**src/rtl/quadrature_debounce_pkg.sv**
```systemverilog
// -----------------------------------------------------------------------------
// quadrature_debounce_pkg
//   Shared helper for the quadrature input conditioner: derives counter widths
//   from the user parameters so the top and the channel filter size their
//   counters the same way.
//   No ports.
// -----------------------------------------------------------------------------
package quadrature_debounce_pkg;

  // Width needed to hold 0..n-1, never less than one bit.
  function automatic int unsigned cnt_width(input int unsigned n);
    int unsigned w;
    w = $clog2(n);
    return (w < 1) ? 1 : w;
  endfunction

endpackage : quadrature_debounce_pkg

```
**src/rtl/quadrature_debounce_channel.sv**
```systemverilog
// -----------------------------------------------------------------------------
// debounce_channel
//   One encoder channel: SYNC_STAGES-deep synchronizer followed by a
//   tick-sampled stability filter. The output only follows the synchronized
//   input after STABLE_COUNT consecutive disagreeing ticks; any agreeing tick
//   restarts the count.
// Ports:
//   clk      in   system clock
//   reset_n  in   asynchronous active-low reset
//   tick     in   sample enable from the shared divider
//   raw_in   in   raw, asynchronous channel pin
//   out      out  debounced level, registered
//   changed  out  high on the tick whose clock edge updates out
// -----------------------------------------------------------------------------
module debounce_channel
  import quadrature_debounce_pkg::*;
#(
  parameter int unsigned SYNC_STAGES  = 2,
  parameter int unsigned STABLE_COUNT = 4
) (
  input  logic clk,
  input  logic reset_n,
  input  logic tick,
  input  logic raw_in,
  output logic out,
  output logic changed
);

  localparam int unsigned CW = cnt_width(STABLE_COUNT);
  localparam logic [CW-1:0] CNT_LAST = CW'(STABLE_COUNT - 1);

  logic [SYNC_STAGES-1:0] r_sync;
  logic [CW-1:0]          r_cnt;
  logic                   r_out;
  logic                   w_s;
  logic                   w_differ;

  assign w_s      = r_sync[SYNC_STAGES-1];
  assign w_differ = (w_s != r_out);
  // Combinational so the top can register step_err on the same edge that
  // updates the outputs, making it visible during the following cycle.
  assign changed  = tick & w_differ & (r_cnt == CNT_LAST);
  assign out      = r_out;

  always_ff @(posedge clk or negedge reset_n) begin
    if (!reset_n) begin
      r_sync <= '0;
      r_cnt  <= '0;
      r_out  <= 1'b0;
    end else begin
      r_sync <= {r_sync[SYNC_STAGES-2:0], raw_in};
      if (tick) begin
        if (!w_differ) begin
          r_cnt <= '0;
        end else if (r_cnt == CNT_LAST) begin
          r_out <= w_s;
          r_cnt <= '0;
        end else begin
          r_cnt <= r_cnt + CW'(1);
        end
      end
    end
  end

endmodule : debounce_channel

```
**src/rtl/quadrature_debounce.sv**
```systemverilog
// -----------------------------------------------------------------------------
// quadrature_debounce
//   Two-channel conditioner in front of the rotary-encoder decoder. Each raw
//   pin is synchronized and debounced; a shared divider sets the sample rate.
//   step_err flags an illegal quadrature step (both outputs moving on the same
//   tick). Both outputs still update; the flag only reports.
// Ports:
//   clk       in   system clock, rising edge
//   reset_n   in   asynchronous active-low reset
//   a_in      in   raw encoder channel A (asynchronous)
//   b_in      in   raw encoder channel B (asynchronous)
//   a_out     out  debounced A, registered
//   b_out     out  debounced B, registered
//   step_err  out  one-cycle pulse after a tick that changed both outputs
// -----------------------------------------------------------------------------
module quadrature_debounce
  import quadrature_debounce_pkg::*;
#(
  parameter int unsigned SYNC_STAGES  = 2,
  parameter int unsigned TICK_DIV     = 1,
  parameter int unsigned STABLE_COUNT = 4
) (
  input  logic clk,
  input  logic reset_n,
  input  logic a_in,
  input  logic b_in,
  output logic a_out,
  output logic b_out,
  output logic step_err
);

  localparam int unsigned DW = cnt_width(TICK_DIV);
  localparam logic [DW-1:0] DIV_LAST = DW'(TICK_DIV - 1);

  logic [DW-1:0] r_div;
  logic          r_step_err;
  logic          w_tick;
  logic          w_changed_a;
  logic          w_changed_b;

  // With TICK_DIV=1 DIV_LAST is 0 and r_div never leaves 0, so tick is
  // permanently high.
  assign w_tick   = (r_div == DIV_LAST);
  assign step_err = r_step_err;

  always_ff @(posedge clk or negedge reset_n) begin
    if (!reset_n) begin
      r_div      <= '0;
      r_step_err <= 1'b0;
    end else begin
      r_div      <= w_tick ? '0 : r_div + DW'(1);
      r_step_err <= w_changed_a & w_changed_b;
    end
  end

  debounce_channel #(
    .SYNC_STAGES  (SYNC_STAGES),
    .STABLE_COUNT (STABLE_COUNT)
  ) u_chan_a (
    .clk     (clk),
    .reset_n (reset_n),
    .tick    (w_tick),
    .raw_in  (a_in),
    .out     (a_out),
    .changed (w_changed_a)
  );

  debounce_channel #(
    .SYNC_STAGES  (SYNC_STAGES),
    .STABLE_COUNT (STABLE_COUNT)
  ) u_chan_b (
    .clk     (clk),
    .reset_n (reset_n),
    .tick    (w_tick),
    .raw_in  (b_in),
    .out     (b_out),
    .changed (w_changed_b)
  );

endmodule : quadrature_debounce
```
**config.mk**
```make
export PLATFORM = sky130hd
export DESIGN_NAME = quadrature_debounce
export DESIGN_NICKNAME = d
export VERILOG_FILES = /design/src/rtl/quadrature_debounce_pkg.sv /design/src/rtl/quadrature_debounce_channel.sv /design/src/rtl/quadrature_debounce.sv
export SDC_FILE = /design/constraint.sdc
export NUM_CORES = 1
export LEC_CHECK = 0
export ABC_AREA = 1
export CORE_AREA = 5 5 42 44
export CTS_CLUSTER_DIAMETER = 100
export DETAILED_ROUTE_END_ITERATION = 12
export DIE_AREA = 0 0 47 49
export DONT_BUFFER_PORTS = 1
export PLACE_DENSITY = 0.44
export SLEW_MARGIN = 15
export SYNTH_ARGS = -nofsm -noshare
export SYNTH_HDL_FRONTEND = slang
export SYNTH_SLANG_ARGS = --single-unit
```
**constraint.sdc**
```tcl
create_clock -name clk -period 1.45 [get_ports clk]
set_clock_uncertainty 0.15 [all_clocks]
set_input_delay 0.2175 -clock clk [delete_from_list [all_inputs] [get_ports clk]]
set_output_delay 0.2175 -clock clk [all_outputs]
set_load 0.01 [all_outputs]
```
Yosys cells after proc, flatten, opt, wreduce, memory -nomap -nowiden
Index checks and enable logic that the tools add are counted.
{ "classes": {"add_sub_neg": 3, "multipliers": 0, "div": 0, "order_cmp": 0, "n_eq_ne": 4, "shifts": 0, "mux": 5, "bitwise": 6, "n_reduce_logical": 2} }
{ "op_table": {"columns": ["cell", "n"], "rows": [
  ["2-bit 2-to-1 mux", 4],
  ["3-bit AND reduction", 2],
  ["1-bit AND", 5],
  ["2-bit by 1-bit adder with 2-bit output, second input constant", 2],
  ["2-bit equality test, second input constant", 2],
  ["1-bit inequality test", 2],
  ["1-bit adder, second input constant", 1],
  ["1-bit 2-to-1 mux", 1],
  ["1-bit inverter", 1]
]} }
{ "totals": {"register_bits": 12, "latch_bits": 0, "ram_bits": 0, "mem_bits_ro": 0, "input_bits": 4, "output_inout_bits": 3, "word_cells": 28, "mem_count": 0} }

Longest topological paths before layout
{ "logic_depth": {"ltp_word": 4, "mapped_depth": 4, "ltp_nobuf": 4} }

Modules after synthesis
Synthesis repeated with hierarchy kept, for this count alone.
{ "hier_totals": {"cells_unflattened": 54, "area_unflattened_um2": 496.7} }
{ "by_module_without_submodules": {"columns": ["mod", "instances", "cells_each", "area_per_inst_um2"], "rows": [
  ["debounce_channel", 2, 25, 230.2],
  ["quadrature_debounce", 1, 4, 36.3]
]} }

Worst setup path after synthesis
Ideal clock, no wire load.
{ "synth_path": {"kind": "reg2reg", "startpoint": "reg u_chan_a.r_cnt[0]", "endpoint": "reg u_chan_a.r_cnt[0]", "arrival_ns": 0.867, "slack_ns": 0.362, "stages_incl_launch_ff": 4, "period_less_slack_ns": 1.088, "path_cell_list": "dfrtp_1 > ha_1 > or2_0 > nor2_1"} }
{ "synth_via": {"elab_chain_cells": 3, "elab_cells_between_ends": 4} }
{ "synth_rtl": {"columns": ["element", "line", "source"], "rows": [
  ["start: declaration", "quadrature_debounce_channel.sv:33", "logic [CW-1:0] r_cnt;"],
  ["start signal: assignment", "quadrature_debounce_channel.sv:59", "r_cnt <= r_cnt + CW'(1);"],
  ["2-bit by 1-bit adder with 2-bit output or 2-bit equality test (tied branches)", "quadrature_debounce_channel.sv:59, quadrature_debounce_channel.sv:55", null],
  ["2-bit 2-to-1 mux (*)", "quadrature_debounce_channel.sv:55", "end else if (r_cnt == CNT_LAST) begin"],
  ["2-bit 2-to-1 mux (*)", "quadrature_debounce_channel.sv:53", "if (!w_differ) begin"]
]} }
Every way passes the cells marked *; elsewhere a longest branch is shown, timed or not.
A chain may end at the register's enable or synchronous reset.

Worst setup path in the final report
Ends and elaborated chain as after synthesis.

==> reports/metrics.yaml <==
status: "completed"
yosysSeqAreaShare: 0.6811
numCtsBuffers: 3
tns_ns: 0
hp-class: "in -> async"
die_area_um2: 2303
pin_count: 7
dr.pass1.iters: 3
yosysWarnings: 0
dp.final_hpwl_um: 436.4
n_antenna_cell: 0
leakage_nw: 0.2439
synth_area_per_cell_um2: 10.64
yosys-top-cells-count: "dfrtp_1 (11), nand2_1 (8), inv_1 (6), nor2_1 (5)"
grt_overflow: 0
preCtsSetupSlack_ns: 0.3057
ir_drop_mv: 0.4115
clkSinkCount: 11
drt_iter0_markers: 2
layout-drive-gt1-share: 0.06667
route.detailed.drc: 0
die_h_um: 49
grt_max_degree: 12
h-tree-depth: 1
slowest_delay_ns: 0.38
critPathMaxFanout: 4
cts_setup_buffers: 0
cts_buffer_depth: 2
vias: 250
numPortBuffers: 0
cts_resized: 0
max_freq_ghz: 0.8670
core_um2: 1401
fillCellCount: 139
ys_types: 8
final_hold_viol_count: 0
grt_pass1_wl_um: 841
tightest_slew_ns: 0.4810
place_inst: 54
clkSlewWorstSetupHoldPaths_ns: 0.07
root_buffer: "clkbuf_4"
rows: 14
synth_area_um2: 404.1
avgViaCountPerCell: 4.098
finalNonFillerCells: 61
yosys.area.top_type_share: 0.6811
cp.arrival_ns: 1.20
fin_util: 0.3429
fin_crit_ns: 1.153
rsz0062_at_grt: "false"
routedWlPerCell_um: 9.066
antenna_found_initial: 0
grtUsageTotal: 0.05619
final_max_slew_viol_count: 0
drv_cap: 0
ys_ff_latch: 11
yosys_most_used_dff: "dfrtp_1"
hold_buffers: 3
crit_slowest_cell: "dfrtp_1"
synthArstFlopShare: 1.000
ant_nets: 0
insertion_delay_ns: 0.26
r2r-start: "u_chan_a.r_cnt[0]"
crit_type: "reg -> reg"
synth_area_leaders: "dfrtp_1 (68%), nand2_1 (7.4%), ha_1 (6.2%), inv_1 (5.6%), nor2_1 (4.6%)"
end_kind: "register"
yosysTopAreaCell: "dfrtp_1"
synth_most_common_cell: "dfrtp_1"
start_kind: "register"
power_density_nw_per_um2: 1706
max-slew-margin-rel: 0.6783
setup_slack_ns: 0.2966
synth_edf_count: 0
reg2reg_slack_ns: 0.30
r2r_end: "u_chan_a.r_cnt[0]"
grt_pass1_vias: 217
worst-r2r-cell-count: 3
synth_cells: 38
die_width_um: 47
start_util: 0.2884
drt_wl_total_um: 553
finalSetupViolations: 0
area_growth_pct: 18.89
synthesis.nets: 44
path_cells: "ha_1 -> or2_0 -> nor2_1"
fin_nets: 52
cts_tree: "done"
period_share: 0.7954
cp.required_ns: 1.49
gp_congestion: 0.7197
layout by cell type (no fill, tap or decap):
| master | instances |
|---|---|
| clkbuf_1 | 1 |
| clkbuf_4 | 3 |
| dfrtp_1 | 11 |
| dlygate4sd3_1 | 3 |
| ha_1 | 2 |
| inv_1 | 6 |
| nand2_1 | 8 |
| nand3_1 | 2 |
| nor2_1 | 5 |
| o21ai_0 | 2 |
| or2_0 | 2 |
sequential cells by signal, indices dropped and copies added, names as in the netlist:
name and flops:
u_chan_b.r_cnt 2, u_chan_b.out 1, u_chan_a.r_cnt 2, u_chan_b.r_sync 2, u_chan_a.out 1, step_err 1
u_chan_a.r_sync 2
metrics by stage:
step / total power, mW / hold WS [ns] / area (µm²)
2_1_floorplan: 0.5781 / -0.2281 / 404.1
3_3_place_gp: 0.5963 / -0.2278 / 424.2
3_5_place_dp: 0.6204 / -0.2278 / 424.2
4_1_cts: 0.8382 / 0.2005 / 480.5
5_1_grt: 0.8979 / 0.2025 / 480.5
6_report: 0.8197 / 0.1989 / 480.5
worst max-delay path, delay by kind of cell (launching register included):
family	cells	cell delay (ns)
flops	1	0.38
simple gates	2	0.32
fa+ha+maj	1	0.24
how the worst max path moves through the flow:
stage / startpoint / slack [ns] / endpoint / cells past startpoint
6_report: u_chan_a.r_cnt[0] / 0.30 / u_chan_a.r_cnt[0] / 3
5_1_grt: u_chan_a.r_cnt[0] / 0.22 / u_chan_a.r_cnt[0] / 3
4_1_cts: u_chan_a.r_cnt[0] / 0.29 / u_chan_a.r_cnt[0] / 3
3_5_place_dp: u_chan_a.r_cnt[0] / 0.31 / u_chan_a.r_cnt[0] / 3
3_3_place_gp: u_chan_b.r_cnt[0] / 0.34 / u_chan_b.r_cnt[0] / 3
2_1_floorplan: u_chan_a.r_cnt[0] / 0.36 / u_chan_a.r_cnt[0] / 3
final cells by class:
cell class / count / area, µm² / area share
sequential: 11 / 275.3 / 0.5729
multi-input combinational: 21 / 106.4 / 0.2214
timing repair buffer: 3 / 30.03 / 0.06250
clock buffer: 4 / 26.28 / 0.05469
inverter: 6 / 22.52 / 0.04687
tap: 16 / 20.02 / 0.04167
where the power goes:
| group | internal [mW] | switching, mW |
|---|---|---|
| Clock | 0.106 | 0.0933 |
| Sequential | 0.385 | 0.0557 |
| Combinational | 0.0771 | 0.103 |
| Total | 0.568 | 0.252 |
logic make-up after synthesis:
kind of cell             synth area share
AO/OA/AOI/OAI                     0.02477
AND/OR/NAND/NOR                    0.1765
flip-flops                         0.6811
buffers and inverters             0.05572
adder cells (fa/ha/maj)           0.06191
metal layers:
| metal | vias up | global-route usage | wire (µm) |
|---|---|---|---|
| met3 | 0 | 0.03690 | 51 |
| met4 | 0 | 0.05530 | 0 |
| met5 | - | 0 | 0 |
| li1 | 128 | - | - |
| met1 | 115 | 0.06349 | 252 |
| met2 | 7 | 0.06561 | 249 |
No activity file was read; power rests on OpenSTA's default activity.
